===== src/rtl/condicionador_botoes.sv =====
// condicionador_botoes: synchronizes, debounces and validates push-buttons into clean one-hot single-cycle plays
module condicionador_botoes #(
    parameter int N_BOTOES        = 4,
    parameter int W_INDICE        = 2,
    parameter int DEBOUNCE_CICLOS = 3,
    parameter int W_CONT          = 16
) (
    input  logic                clock,
    input  logic                reset,
    input  logic                habilita,
    input  logic [N_BOTOES-1:0] botoes,
    output logic                jogada,
    output logic [N_BOTOES-1:0] jogada_codigo,
    output logic [W_INDICE-1:0] jogada_indice,
    output logic                multipla,
    output logic                ocupado,
    output logic [3:0]          db_estado
);

    typedef enum logic [1:0] {
        ESPERA  = 2'd0,
        FILTRA  = 2'd1,
        EMITE   = 2'd2,
        SOLTURA = 2'd3
    } estado_t;

    localparam logic [W_CONT-1:0] LIMITE = W_CONT'(DEBOUNCE_CICLOS);

    estado_t             estado;
    logic [N_BOTOES-1:0] sync1;
    logic [N_BOTOES-1:0] s;
    logic [N_BOTOES-1:0] cand;
    logic [W_CONT-1:0]   cnt;
    logic                cand_um;
    logic [W_INDICE-1:0] cand_idx;

    // candidate is a valid play only when exactly one bit is set; index is its bit position
    always_comb begin
        cand_um  = (cand != '0) && ((cand & (cand - N_BOTOES'(1))) == '0);
        cand_idx = '0;
        for (int i = 0; i < N_BOTOES; i++)
            if (cand[i]) cand_idx = W_INDICE'(i);
    end

    // two-flop synchronizer, debounce FSM and registered Moore outputs
    always_ff @(posedge clock or negedge reset) begin
        if (!reset) begin
            sync1         <= '0;
            s             <= '0;
            cand          <= '0;
            cnt           <= '0;
            estado        <= ESPERA;
            jogada        <= 1'b0;
            multipla      <= 1'b0;
            jogada_codigo <= '0;
            jogada_indice <= '0;
            ocupado       <= 1'b0;
            db_estado     <= 4'd0;
        end else begin
            sync1 <= botoes;
            s     <= sync1;
            case (estado)
                ESPERA: begin
                    if (habilita && s != '0) begin
                        cand      <= s;
                        cnt       <= W_CONT'(1);
                        estado    <= FILTRA;
                        ocupado   <= 1'b1;
                        db_estado <= 4'd1;
                    end
                end
                FILTRA: begin
                    if (s != cand) begin
                        estado    <= ESPERA;
                        ocupado   <= 1'b0;
                        db_estado <= 4'd0;
                    end else if (!habilita) begin
                        estado    <= SOLTURA;
                        db_estado <= 4'd3;
                    end else if (cnt == LIMITE) begin
                        estado    <= EMITE;
                        db_estado <= 4'd2;
                        if (cand_um) begin
                            jogada        <= 1'b1;
                            jogada_codigo <= cand;
                            jogada_indice <= cand_idx;
                        end else begin
                            multipla <= 1'b1;
                        end
                    end else begin
                        cnt <= cnt + W_CONT'(1);
                    end
                end
                EMITE: begin
                    jogada    <= 1'b0;
                    multipla  <= 1'b0;
                    cnt       <= '0;
                    estado    <= SOLTURA;
                    db_estado <= 4'd3;
                end
                SOLTURA: begin
                    if (s != '0) begin
                        cnt <= '0;
                    end else if (cnt == LIMITE) begin
                        estado    <= ESPERA;
                        ocupado   <= 1'b0;
                        db_estado <= 4'd0;
                    end else begin
                        cnt <= cnt + W_CONT'(1);
                    end
                end
                default: begin
                    estado    <= ESPERA;
                    ocupado   <= 1'b0;
                    db_estado <= 4'd0;
                end
            endcase
        end
    end

endmodule

===== config.mk =====
export PLATFORM = sky130hd
export DESIGN_NAME = condicionador_botoes
export DESIGN_NICKNAME = d
export VERILOG_FILES = /design/src/rtl/condicionador_botoes.sv
export SDC_FILE = /design/constraint.sdc
export NUM_CORES = 1
export LEC_CHECK = 0
export BUFFER_PORTS_ARGS = -buffer_cell sky130_fd_sc_hd__clkbuf_2
export CAP_MARGIN = 20
export CORE_UTILIZATION = 35
export DETAILED_ROUTE_END_ITERATION = 7
export SLEW_MARGIN = 20
export SYNTH_ARGS = -nofsm -noshare
export SYNTH_HDL_FRONTEND = slang
export SYNTH_SLANG_ARGS = --single-unit

===== constraint.sdc =====
create_clock -name clock -period 2.3 [get_ports clock]
set_input_delay 0.115 -clock clock [delete_from_list [all_inputs] [get_ports clock]]
set_output_delay 0.115 -clock clock [all_outputs]
set_load 0.005 [all_outputs]

==> run_results.csv, run 1 <==
group,metric,value,unit
run_status,result_of_the_run,"complete, but fails checks",
run_status,failed_checks,"hold timing",
setup_path,critical_path.startpoint_type,"flip-flop",
global_routing,grt_antenna_before_repair,0,
global_routing,grt_remaining_overflow,0,
floorplan,core.rowCount,26,
detailed_routing,via_count,1476,
setup_path,setup_slack_of_the_worst_register_to_register_path,0.21,ns
synthesis,synth_top_family_by_area,"simple AND/OR/NAND/NOR gates",
power,power_switching_share,35.88,%
timing,final_period_minus_worst_setup_slack,2.093,ns
timing,hold_viol_final,39,
setup_path,crit_type,"flip-flop to flip-flop",
global_routing,via_count_of_the_first_global_routing_pass,1393,
detailed_routing,antenna_violating_nets_post_route,0,
synthesis,flops_latches_synth,39,
setup_path,critical_path.endpoint_type,"flip-flop",
setup_path,worstPathCellList,"xor2_2 > nor4_4 > a22oi_2 > or4_1 > a21oi_1",
clock_tree,cts.clk_slew.worst_paths,0.08,ns
global_routing,grt_max_degree,40,
finish,antenna-diode-count,0,
clock_tree,tritoncts_num_sinks,39,
detailed_routing,firstDrtPassIters,4,
setup_path,critPathSlowestCell,"or4_1",
power,power.net_switching,0.6733,mW
floorplan,initial_utilization,37.07,%
clock_tree,cts_made_buffers,5,
floorplan,core_area,5205,um2
synthesis,avgSynthCellArea,10.26,um2
detailed_routing,detail_route.vias_per_cell,5.234,
setup_path,cp_data_required_time,2.51,ns
timing,min_period_over_period,91.01,%
placement,detailed_place.area,2074,um2
global_routing,grt_use_total,13.88,%
synthesis,synth.yosys.warnings,0,
clock_tree,tritoncts,"yes",
synthesis,post_synth_edffs,0,
detailed_routing,detail_route.wirelength,3654,um
clock_tree,cts.repair.resized,0,
synthesis,ys_types,41,
setup_path,worstReg2RegEnd,"cnt[15]",
synthesis,adder_cell_share_of_the_synthesized_area,0.6485,%
timing,fin_max_slew_vios,0,
power,comb_power_share,26.5,%
clock_tree,clock_insertion_delay_worst_skew,0.29,ns
setup_path,crit_fanout,14,
detailed_routing,routedWlPerCell,12.96,um
synthesis,syn-instance-count,188,
placement,detailedPlace.worstSlack,0.2427,ns
finish,area.growth.synth_to_final,14.40,%
power,vdd_ir_drop_max,523.0,uV
setup_path,cp.buffers_inverters,0,
timing,worst-slew-pin-transition,0.8669,ns
detailed_routing,post-route-drc-count,0,
timing,finClkSkew,0.007014,ns
finish,post_route_cells_drive_above_1_share,20.28,%
setup_path,critPathMaxStageDelay,0.52,ns
timing,final.setup.tns,0,ns
min_path,min_path_type,"input pin to async pin",
setup_path,path_depth,5,
detailed_routing,count_of_routing_violations_after_the_opening_detailed_route_iteration,108,
placement,dpl.hpwl,2515,um
power,seqPwrFrac,48.3,%
power,cellPowerDensity,850.1,nW/um2
synthesis,synth_seq_area_share,50.58,%
power,share_clk_of_total_power,25.2,%
synthesis,synth_top_cell_by_area,"dfrtp_1",
clock_tree,h-tree-depth,2,
power,design_power_total,1.876,mW
job,max_cap_viol_count,0,
synthesis,synth_async_sr_flop_share,100.0,%
synthesis,synth_top_cells_by_area,"dfrtp_1, o21ai_0, or3_1, a21oi_1, mux2_2",
setup_path,worst-r2r-cell-count,5,
global_routing,grt_first_pass_wirelength,6479,um
finish,nets,219,
floorplan,dieWidth,76.25,um
synthesis,synthesis.area,1929,um2
power,cell_internal_pwr,1.203,mW
floorplan,floorplan.die.height,76.25,um
timing,worst_hold_slack,-0.07478,ns
synthesis,synth.mux.area_fraction,5.707,%
timing,rsz0062_at_grt,"false",
floorplan,pin_count,20,
clock_tree,clock_path_buffers,2,
timing,timing.slew.headroom,42.21,%
finish,post-route-cell-area,2207,um2
timing,setup-violations-final,0,
timing,fmax,477.7,MHz
synthesis,yosys.area.top_type_share,50.58,%
floorplan,design.die.area,5813,um2
setup_path,critPathArrivalTime,2.30,ns
placement,total_of_buffers_placed_on_input_and_output_ports,17,
synthesis,share_of_the_synthesized_area_in_compound_gates_ao_oa_aoi_oai,15.05,%
synthesis,ys_dominant_reg_cell,"dfrtp_1",
placement,globalplace.congestion,0.7939,
power,cellLeakagePower,0.9470,nW
clock_tree,cts_root_buffer,"clkbuf_8",
setup_path,reg2reg_from,"s[3]",
synthesis,synth_xor_xnor_area_share,2.659,%
synthesis,post_synth_and_or_nand_nor_area_fraction,20.82,%
timing,fin_worst_setup_slack,0.2068,ns
setup_path,crit_end,"cnt[15]",
setup_path,worstSetupStartpoint,"s[3]",
setup_path,crit_family,"simple AND/OR/NAND/NOR gates",
==> synth_stat cells, types with 4 or more instances <==
cell,count
clkbuf_1,4
mux2_2,6
nand2_1,14
dfrtp_1,39
inv_1,6
and3_1,5
nand4_1,4
and2_1,4
o21ai_0,22
nor4_1,4
a21oi_1,17
or3_1,15
nand3_1,5
nor2_1,5
xor2_1,4
==> power groups by stage <==
stage          logic (mW)  registers (mW)  clock network (mW)
6_report            0.497           0.906               0.473
4_1_cts             0.504           0.906               0.491
5_1_grt             0.561           0.930               0.517
3_3_place_gp        0.497           0.919                   0
3_5_place_dp        0.500           0.920                   0
2_1_floorplan       0.420           0.849                   0
==> logic make-up (layout without fill, tap and decap cells) <==
group                      after synthesis  in the layout
adders and majority gates                1              1
xor gates and xnor gates                 5              5
buffers and inverters                   16             39
muxes                                   10             10
and+or+nand+nor                         67             67
AOI/OAI and AO/OA                       49             49
other                                    1              2
DFF                                     39             39
==> routing by layer <==
layer | track usage [%] | part of all wire, % | vias up
met5 | 0 | 0 | -
met4 | 4.231 | 1.1 | 0
met3 | 3.952 | 4.0 | 5
met2 | 20.72 | 45 | 28
met1 | 19.43 | 49 | 717
li1 | - | - | 726
==> timing repair <==
| action | CTS | global route |
|---|---|---|
| setup buffers | 0 | 0 |
| hold endpoints to repair | 4 | 0 |
| hold buffers | 4 | 0 |
| endpoints found under the setup margin | 0 | 0 |
==> cell usage in the layout, fill, tap and decap left out, types with 2 or more instances in the layout <==
cell | netlist | layout
o21ai_0 | 22 | 22
buf_4 | 2 | 4
or3_1 | 15 | 15
clkbuf_8 | 0 | 5
clkbuf_2 | 0 | 16
o31ai_1 | 2 | 2
and2_1 | 4 | 4
inv_1 | 6 | 6
a21oi_1 | 17 | 17
clkinvlp_4 | 0 | 2
mux2_2 | 6 | 6
nor4_1 | 4 | 4
nand3_1 | 5 | 5
a22oi_2 | 2 | 2
and4_1 | 2 | 2
nor2_1 | 5 | 5
xor2_1 | 4 | 4
nor3_1 | 2 | 2
dlygate4sd3_1 | 0 | 4
conb_1 | 1 | 2
dfrtp_1 | 39 | 39
nand2_1 | 14 | 14
mux2_1 | 2 | 2
nand4_1 | 4 | 4
and3_1 | 5 | 5
mux2i_1 | 2 | 2
==> sequential cells by signal, summed over array words and instances, names as in the netlist, named ones only <==
register	flops
jogada_codigo	4
cand	4
sync1	4
db_estado	1
jogada	1
s	4
multipla	1
cnt	16
ocupado	1
jogada_indice	2
==> cell type report <==
type / count / area, um2
multi-input combinational: 134 / 873.3
clock inverter: 3 / 23.77
timing repair buffer: 25 / 155.1
fill: 525 / 2998
tap: 70 / 87.58
clock buffer: 5 / 68.82
sequential: 39 / 975.9
inverter: 6 / 22.52
==> metrics by stage <==
| stage | cells | util [%] |
|---|---|---|
| floorplan | 189 | - |
| global placement | 270 | 39.86 |
| detailed placement | 270 | 39.86 |
| CTS | 282 | 42.40 |
| global route | 282 | 42.40 |
| finish | 282 | 42.40 |
==> worst register-to-register path, cell delays in order (launching register included) <==
cell and delay [ns]:
dfrtp_1 0.45, xor2_2 0.21, nor4_4 0.43, a22oi_2 0.23, or4_1 0.52, a21oi_1 0.17
==> worst min-delay path by stage <==
stage | start | end | slack, ns
finish | reset | cnt[14] | -0.07
CTS | reset | sync1[1] | 0.009
detailed placement | botoes[0] | sync1[0] | 0.22
floorplan | reset | async pin | -0.18
global placement | botoes[0] | sync1[0] | 0.22
global route | reset | sync1[1] | 0.007
Power figures use the tool's default switching activity.
==> run 2: changes to the inputs <==
Settings changed: CORE_UTILIZATION 35 to 45.
==> run 2 against run 1 <==
  * Critical path depth is the same
  * Critical path type unchanged
  * The run still ends with hold timing left
  * Largest cell class unchanged
  * Routed wire length grew 5.2%
  * Final cell count shrank 7.8%
  * Total power shrank 0.78%
  * Hold slack gained 0.012 ns
  * Global-route usage grew 5.7 points
  * Utilization grew 11 points
==> run_results.csv, run 2 (same netlist as run 1, synthesis figures left out) <==
group,metric,value,unit
floorplan,core_area,4058,um2
placement,dpl.hpwl,2641,um
global_routing,gr-max-usage-layer,"met1",
clock_tree,clock_path_buffers,2,
placement,globalplace.congestion,0.8084,
global_routing,grt_use_total,19.58,%
global_routing,grt_use_met3,5.236,%
run_status,result_of_the_run,"complete, but fails checks",
detailed_routing,firstDrtPassIters,4,
placement,total_of_buffers_placed_on_input_and_output_ports,17,
setup_path,crit_type,"flip-flop to flip-flop",
power,vdd_ir_drop_max,608.0,uV
power,share_clk_of_total_power,24.1,%
floorplan,core.rowCount,23,
finish,antenna-diode-count,0,
power,cellPowerDensity,862.1,nW/um2
timing,final.setup.tns,0,ns
power,cell_internal_pwr,1.198,mW
detailed_routing,detail_route.vias_per_cell,5.662,
finish,nets,217,
clock_tree,clock_insertion_delay_worst_skew,0.29,ns
global_routing,grt_remaining_overflow,0,
global_routing,grt_max_degree,40,
power,power_switching_share,35.64,%
floorplan,pin_count,20,
finish,mostFrequentLayoutCells,"dfrtp_1, o21ai_0, a21oi_1",
timing,worst-slew-pin-transition,0.8589,ns
floorplan,floorplan.die.height,67.48,um
setup_path,critPathArrivalTime,2.35,ns
timing,fin_worst_setup_slack,0.1567,ns
power,power.net_switching,0.6636,mW
setup_path,crit_fanout,14,
power,comb_power_share,27.2,%
detailed_routing,routedWlPerCell,14.78,um
job,max_cap_viol_count,0,
global_routing,via_count_of_the_first_global_routing_pass,1326,
setup_path,cp_data_required_time,2.51,ns
clock_tree,cts.clk_slew.worst_paths,0.08,ns
setup_path,critical_path.endpoint_type,"flip-flop",
clock_tree,post_cts.repair.setup_buffers,0,
finish,largest_register,"cnt",
clock_tree,h-tree-depth,2,
detailed_routing,count_of_routing_violations_after_the_opening_detailed_route_iteration,80,
run_status,failed_checks,"hold timing",
detailed_routing,post-route-drc-count,0,
finish,largest_register_ff_count,16,
global_routing,gr-usage-met1,28.43,%
timing,worst_hold_slack,-0.06249,ns
timing,fin_max_slew_vios,0,
timing,hold_viol_final,39,
global_routing,grtUsageMet2,26.98,%
finish,post_route_cells_drive_above_1_share,19.05,%
timing,setup-violations-final,0,
setup_path,critical_path.startpoint_type,"flip-flop",
floorplan,initial_utilization,47.55,%
timing,min_period_over_period,93.19,%
clock_tree,cts_made_buffers,5,
placement,detailedPlace.worstSlack,0.2033,ns
power,cellLeakagePower,0.9378,nW
finish,area.growth.synth_to_final,11.93,%
finish,final_common_cell,"dfrtp_1",
timing,fmax,466.6,MHz
setup_path,worstSetupStartpoint,"cand[3]",
timing,final_period_minus_worst_setup_slack,2.143,ns
setup_path,reg2reg_from,"cand[3]",
power,seqPwrFrac,48.7,%
timing,timing.slew.headroom,42.74,%
global_routing,grt_first_pass_wirelength,6506,um
global_routing,grt_antenna_before_repair,0,
detailed_routing,detail_route.wirelength,3843,um
detailed_routing,via_count,1472,
timing,rsz0062_at_grt,"false",
floorplan,design.die.area,4554,um2
min_path,min_path_type,"input pin to async pin",
floorplan,dieWidth,67.48,um
clock_tree,cts_root_buffer,"clkbuf_8",
detailed_routing,antenna_violating_nets_post_route,0,
clock_tree,tritoncts,"yes",
clock_tree,tritoncts_num_sinks,39,
timing,finClkSkew,0.006699,ns
[run 2: cell count changes in the layout (fill, tap and decap cells not counted), sizes merged]
cell,delta
clkinv,+1
clkbuf,+1
clkinvlp,-1
inv,-1
buf,-2
[run 2: critical path, stage by stage, from the launching register on]
cell and delay, ns:
dfrtp_1 0.48, xor2_2 0.19, nor4_4 0.47, a22oi_2 0.24, or4_1 0.52, a21oi_1 0.16
[run 2: layout make-up]
class                   instances  area, um2
flip-flops and latches         39      975.9
fillers                       358       1898
well taps                      50      62.56
inverters                       6      22.52
clock inverters                 2      12.51
multi-input cells             134      873.3
repair buffers                 23      140.1
clock buffers                   6      72.57
[run 2: path summary, 6_finish.rpt]
check	slack (ns)	end	cells after the start
worst max register to register	0.16	cnt[15]	5
worst max-delay path	0.16	cnt[15]	5
max in group asynchronous	1.83	cnt[7]	1
worst min-delay path	-0.06	cnt[5]	1
worst min register to register	0.35	s[0]	0
min in group clock	0.24	flip-flop	4
[run 2: per-stage QoR]
stage | cells | cell area, um2 | utilization, % | power [mW]
floorplan | 189 | 1933 | - | 1.269
detailed placement | 248 | 2034 | 50.14 | 1.419
CTS | 260 | 2160 | 53.22 | 1.889
global route | 260 | 2160 | 53.22 | 1.984
finish | 260 | 2160 | 53.22 | 1.862
global placement | 248 | 2034 | 50.14 | 1.407
[run 2: power groups by stage]
stage	sequential (mW)	combinational (mW)	clock, mW
after CTS	0.906	0.512	0.471
after global routing	0.930	0.568	0.486
after global placement	0.913	0.494	0
final	0.906	0.506	0.450
after detailed placement	0.919	0.500	0
after floorplan	0.849	0.420	0
[run 2: timing repair]
| item | in CTS | in global routing |
|---|---|---|
| hold buffers | 4 | 0 |
| endpoints found under the setup margin | 0 | 1 |
| resized for setup | 0 | 0 |
| endpoints found under the hold margin | 4 | 0 |
[run 2: metal layers]
layer	wire [um]	vias to the layer above
li1	-	725
met1	1968	703
met2	1645	38
met3	171	6
met4	57	0
met5	0	-
==> run 3: changes to the inputs <==
Settings changed: ABC_AREA set to 1.
==> run 3 against run 2 <==
  * Sequential power up 8.8%
  * Maximum frequency increased by 13%
  * The flow now finishes without violations
  * Synthesized cell count grew 66%
  * First-iteration DRC count rose by 110%
  * Combinational power increased by 130%
  * Hold slack improved by 0.30 ns
  * Highest routed layer unchanged
==> run_results.csv, run 3 <==
group,metric,value,unit
run_status,result_of_the_run,"finished clean",
synthesis,flops_latches_synth,39,
synthesis,yosys-top-cells-count,"nand2_1, dfrtp_1, inv_1",
clock_tree,tritoncts,"yes",
synthesis,avgSynthCellArea,7.319,um2
timing,hold_viol_final,0,
clock_tree,clock_insertion_delay_worst_skew,0.29,ns
finish,largest_register_ff_count,16,
finish,post_route_cells_drive_above_1_share,16.62,%
min_path,min_path_type,"input pin to flip-flop",
clock_tree,cts.repair.resized,0,
placement,dpl.hpwl,3482,um
finish,antenna-diode-count,0,
synthesis,ys_types,29,
detailed_routing,antenna_violating_nets_post_route,0,
synthesis,post_synth_edffs,0,
finish,largest_register,"cnt",
finish,final_common_cell,"nand2_1",
global_routing,grt_remaining_overflow,0,
global_routing,grt_use_total,20.47,%
floorplan,design.die.area,5363,um2
floorplan,core_area,4817,um2
synthesis,syn-instance-count,312,
timing,final_period_minus_worst_setup_slack,1.897,ns
detailed_routing,post-route-drc-count,0,
detailed_routing,via_count,1950,
timing,timing.slew.headroom,66.51,%
finish,nets,345,
synthesis,synth.yosys.warnings,0,
power,cellPowerDensity,1043,nW/um2
setup_path,cp_data_required_time,2.51,ns
floorplan,initial_utilization,47.40,%
timing,finClkSkew,0.003268,ns
setup_path,critPathMaxStageDelay,0.60,ns
clock_tree,cts_made_buffers,5,
setup_path,critPathArrivalTime,2.11,ns
detailed_routing,routedWlPerCell,11.85,um
setup_path,critical_path.startpoint_type,"flip-flop",
timing,final.setup.tns,0,ns
power,cellLeakagePower,1.307,nW
clock_tree,h-tree-depth,2,
timing,worst-slew-pin-transition,0.5024,ns
detailed_routing,count_of_routing_violations_after_the_opening_detailed_route_iteration,170,
synthesis,synth_top_cells_by_area,"dfrtp_1, nand2_1, inv_1, nor2_1, nand3_1",
synthesis,yosys.cell_count.top_type,"nand2_1",
timing,rsz0062_at_grt,"false",
setup_path,crit_fanout,11,
synthesis,synth_seq_area_share,42.74,%
timing,setup-violations-final,0,
clock_tree,clock_path_buffers,2,
global_routing,grt_antenna_before_repair,0,
synthesis,synth_async_sr_flop_share,100.0,%
floorplan,core.rowCount,25,
setup_path,crit_type,"flip-flop to flip-flop",
floorplan,floorplan.die.height,73.24,um
clock_tree,cts_root_buffer,"clkbuf_8",
placement,globalplace.congestion,0.8246,
clock_tree,cts.clk_slew.worst_paths,0.08,ns
setup_path,critPathSlowestCell,"dfrtp_1",
floorplan,dieWidth,73.24,um
timing,fin_max_slew_vios,0,
power,vdd_ir_drop_max,575.5,uV
setup_path,critical_path.endpoint_type,"flip-flop",
finish,post-route-cell-area,2570,um2
job,max_cap_viol_count,0,
placement,placed_cells_incl_taps,392,
global_routing,grt_first_pass_wirelength,8245,um
synthesis,synthesis.area,2283,um2
synthesis,ys_dominant_reg_cell,"dfrtp_1",
timing,min_period_over_period,82.47,%
global_routing,via_count_of_the_first_global_routing_pass,1699,
setup_path,crit_family,"flip-flops",
placement,detailed_place.area,2414,um2
finish,layoutNonFillerInstCount,404,
synthesis,yosys.area.top_type_share,42.74,%
detailed_routing,detail_route.vias_per_cell,4.827,
placement,total_of_buffers_placed_on_input_and_output_ports,17,
timing,fmax,527.2,MHz
detailed_routing,firstDrtPassIters,4,
floorplan,pin_count,20,
clock_tree,tritoncts_num_sinks,39,
synthesis,synth_top_cell_by_area,"dfrtp_1",
setup_path,worstPathCellList,"nor2_1 > a21oi_2 > nand2_2 > inv_2 > nand2_1 > o21ai_0",
detailed_routing,detail_route.wirelength,4789,um
setup_path,cp.buffers_inverters,1,
finish,mostFrequentLayoutCells,"nand2_1, dfrtp_1, inv_1",
finish,area.growth.synth_to_final,12.55,%
global_routing,grt_max_degree,40,
run 3: cell types whose count changed in the layout (fill, tap and decap cells not counted), sizes merged, moves of 5 or more:
cell | previous run | this run
nand2 | 14 | 105
nor2 | 5 | 45
inv | 6 | 40
nand3 | 5 | 24
or3 | 15 | 0
a21oi | 17 | 8
mux2 | 8 | 0
and2 | 5 | 0
and3 | 5 | 0
nor4 | 5 | 0
run 3: tightest hold or removal path, delay by kind of cell:
kind            cells  cell delay, ns
compound gates      2            0.18
buf+inv             1            0.13
simple gates        1            0.06
run 3: what timing repair did:
| item | 4_1_cts | 5_1_grt |
|---|---|---|
| hold endpoints to repair | 43 | 0 |
| setup buffers | 0 | 0 |
| hold buffers | 5 | 0 |
| endpoints found under the setup margin | 0 | 0 |
run 3: worst paths after layout:
kind                         startpoint               end  slack [ns]  depth (start not counted)
setup / recovery           db_estado[0]            cnt[6]        0.40                          6
hold / removal                 habilita      db_estado[0]        0.24                          4
setup reg to reg           db_estado[0]            cnt[6]        0.40                          6
hold reg to reg                sync1[3]              s[3]        0.35                          0
max in group asynchronous         reset           cand[0]        1.54                          3
min in group asynchronous         reset  jogada_indice[0]        0.42                          3
run 3: where the power goes:
| group | leakage [nW] | internal (mW) | switching (mW) |
|---|---|---|---|
| Sequential | 0.510 | 0.827 | 0.159 |
| Clock | 0.0502 | 0.317 | 0.240 |
| Combinational | 0.747 | 0.377 | 0.762 |
run 3: cell type report:
type | instances | area [um2]
multi-input combinational | 228 | 1111
clock buffer | 5 | 68.82
tap | 67 | 83.83
sequential | 39 | 975.9
inverter | 40 | 150.1
timing repair buffer | 23 | 142.6
fill | 485 | 2247
clock inverter | 2 | 37.54
run 3: through the flow:
stage	worst slack, ns	hold WS [ns]	power (mW)	util [%]
4_1_cts	0.3513	0.2287	2.719	53.35
3_5_place_dp	0.3807	0.2045	2.141	50.10
6_report	0.4031	0.2376	2.681	53.35
2_1_floorplan	0.8021	-0.1806	1.871	-
5_1_grt	0.2214	0.2866	2.921	53.35
3_3_place_gp	0.3819	0.2059	2.134	50.10
run 3: kinds of logic after synthesis:
group | synth area share (%)
flops | 42.74
simple gates | 38.03
buf+inv | 8.767
compound gates | 7.836
fa+ha+maj | 0.5479
xor+xnor | 1.918
other cells | 0.1642
run 3: routing by layer:
| layer | share of wire [%] | vias to the layer above | GRT usage, % |
|---|---|---|---|
| li1 | - | 1034 | - |
| met5 | 0 | - | 0 |
| met2 | 41 | 46 | 28.09 |
| met3 | 4.0 | 4 | 4.696 |
| met4 | 1.2 | 0 | 8.061 |
| met1 | 54 | 866 | 30.67 |
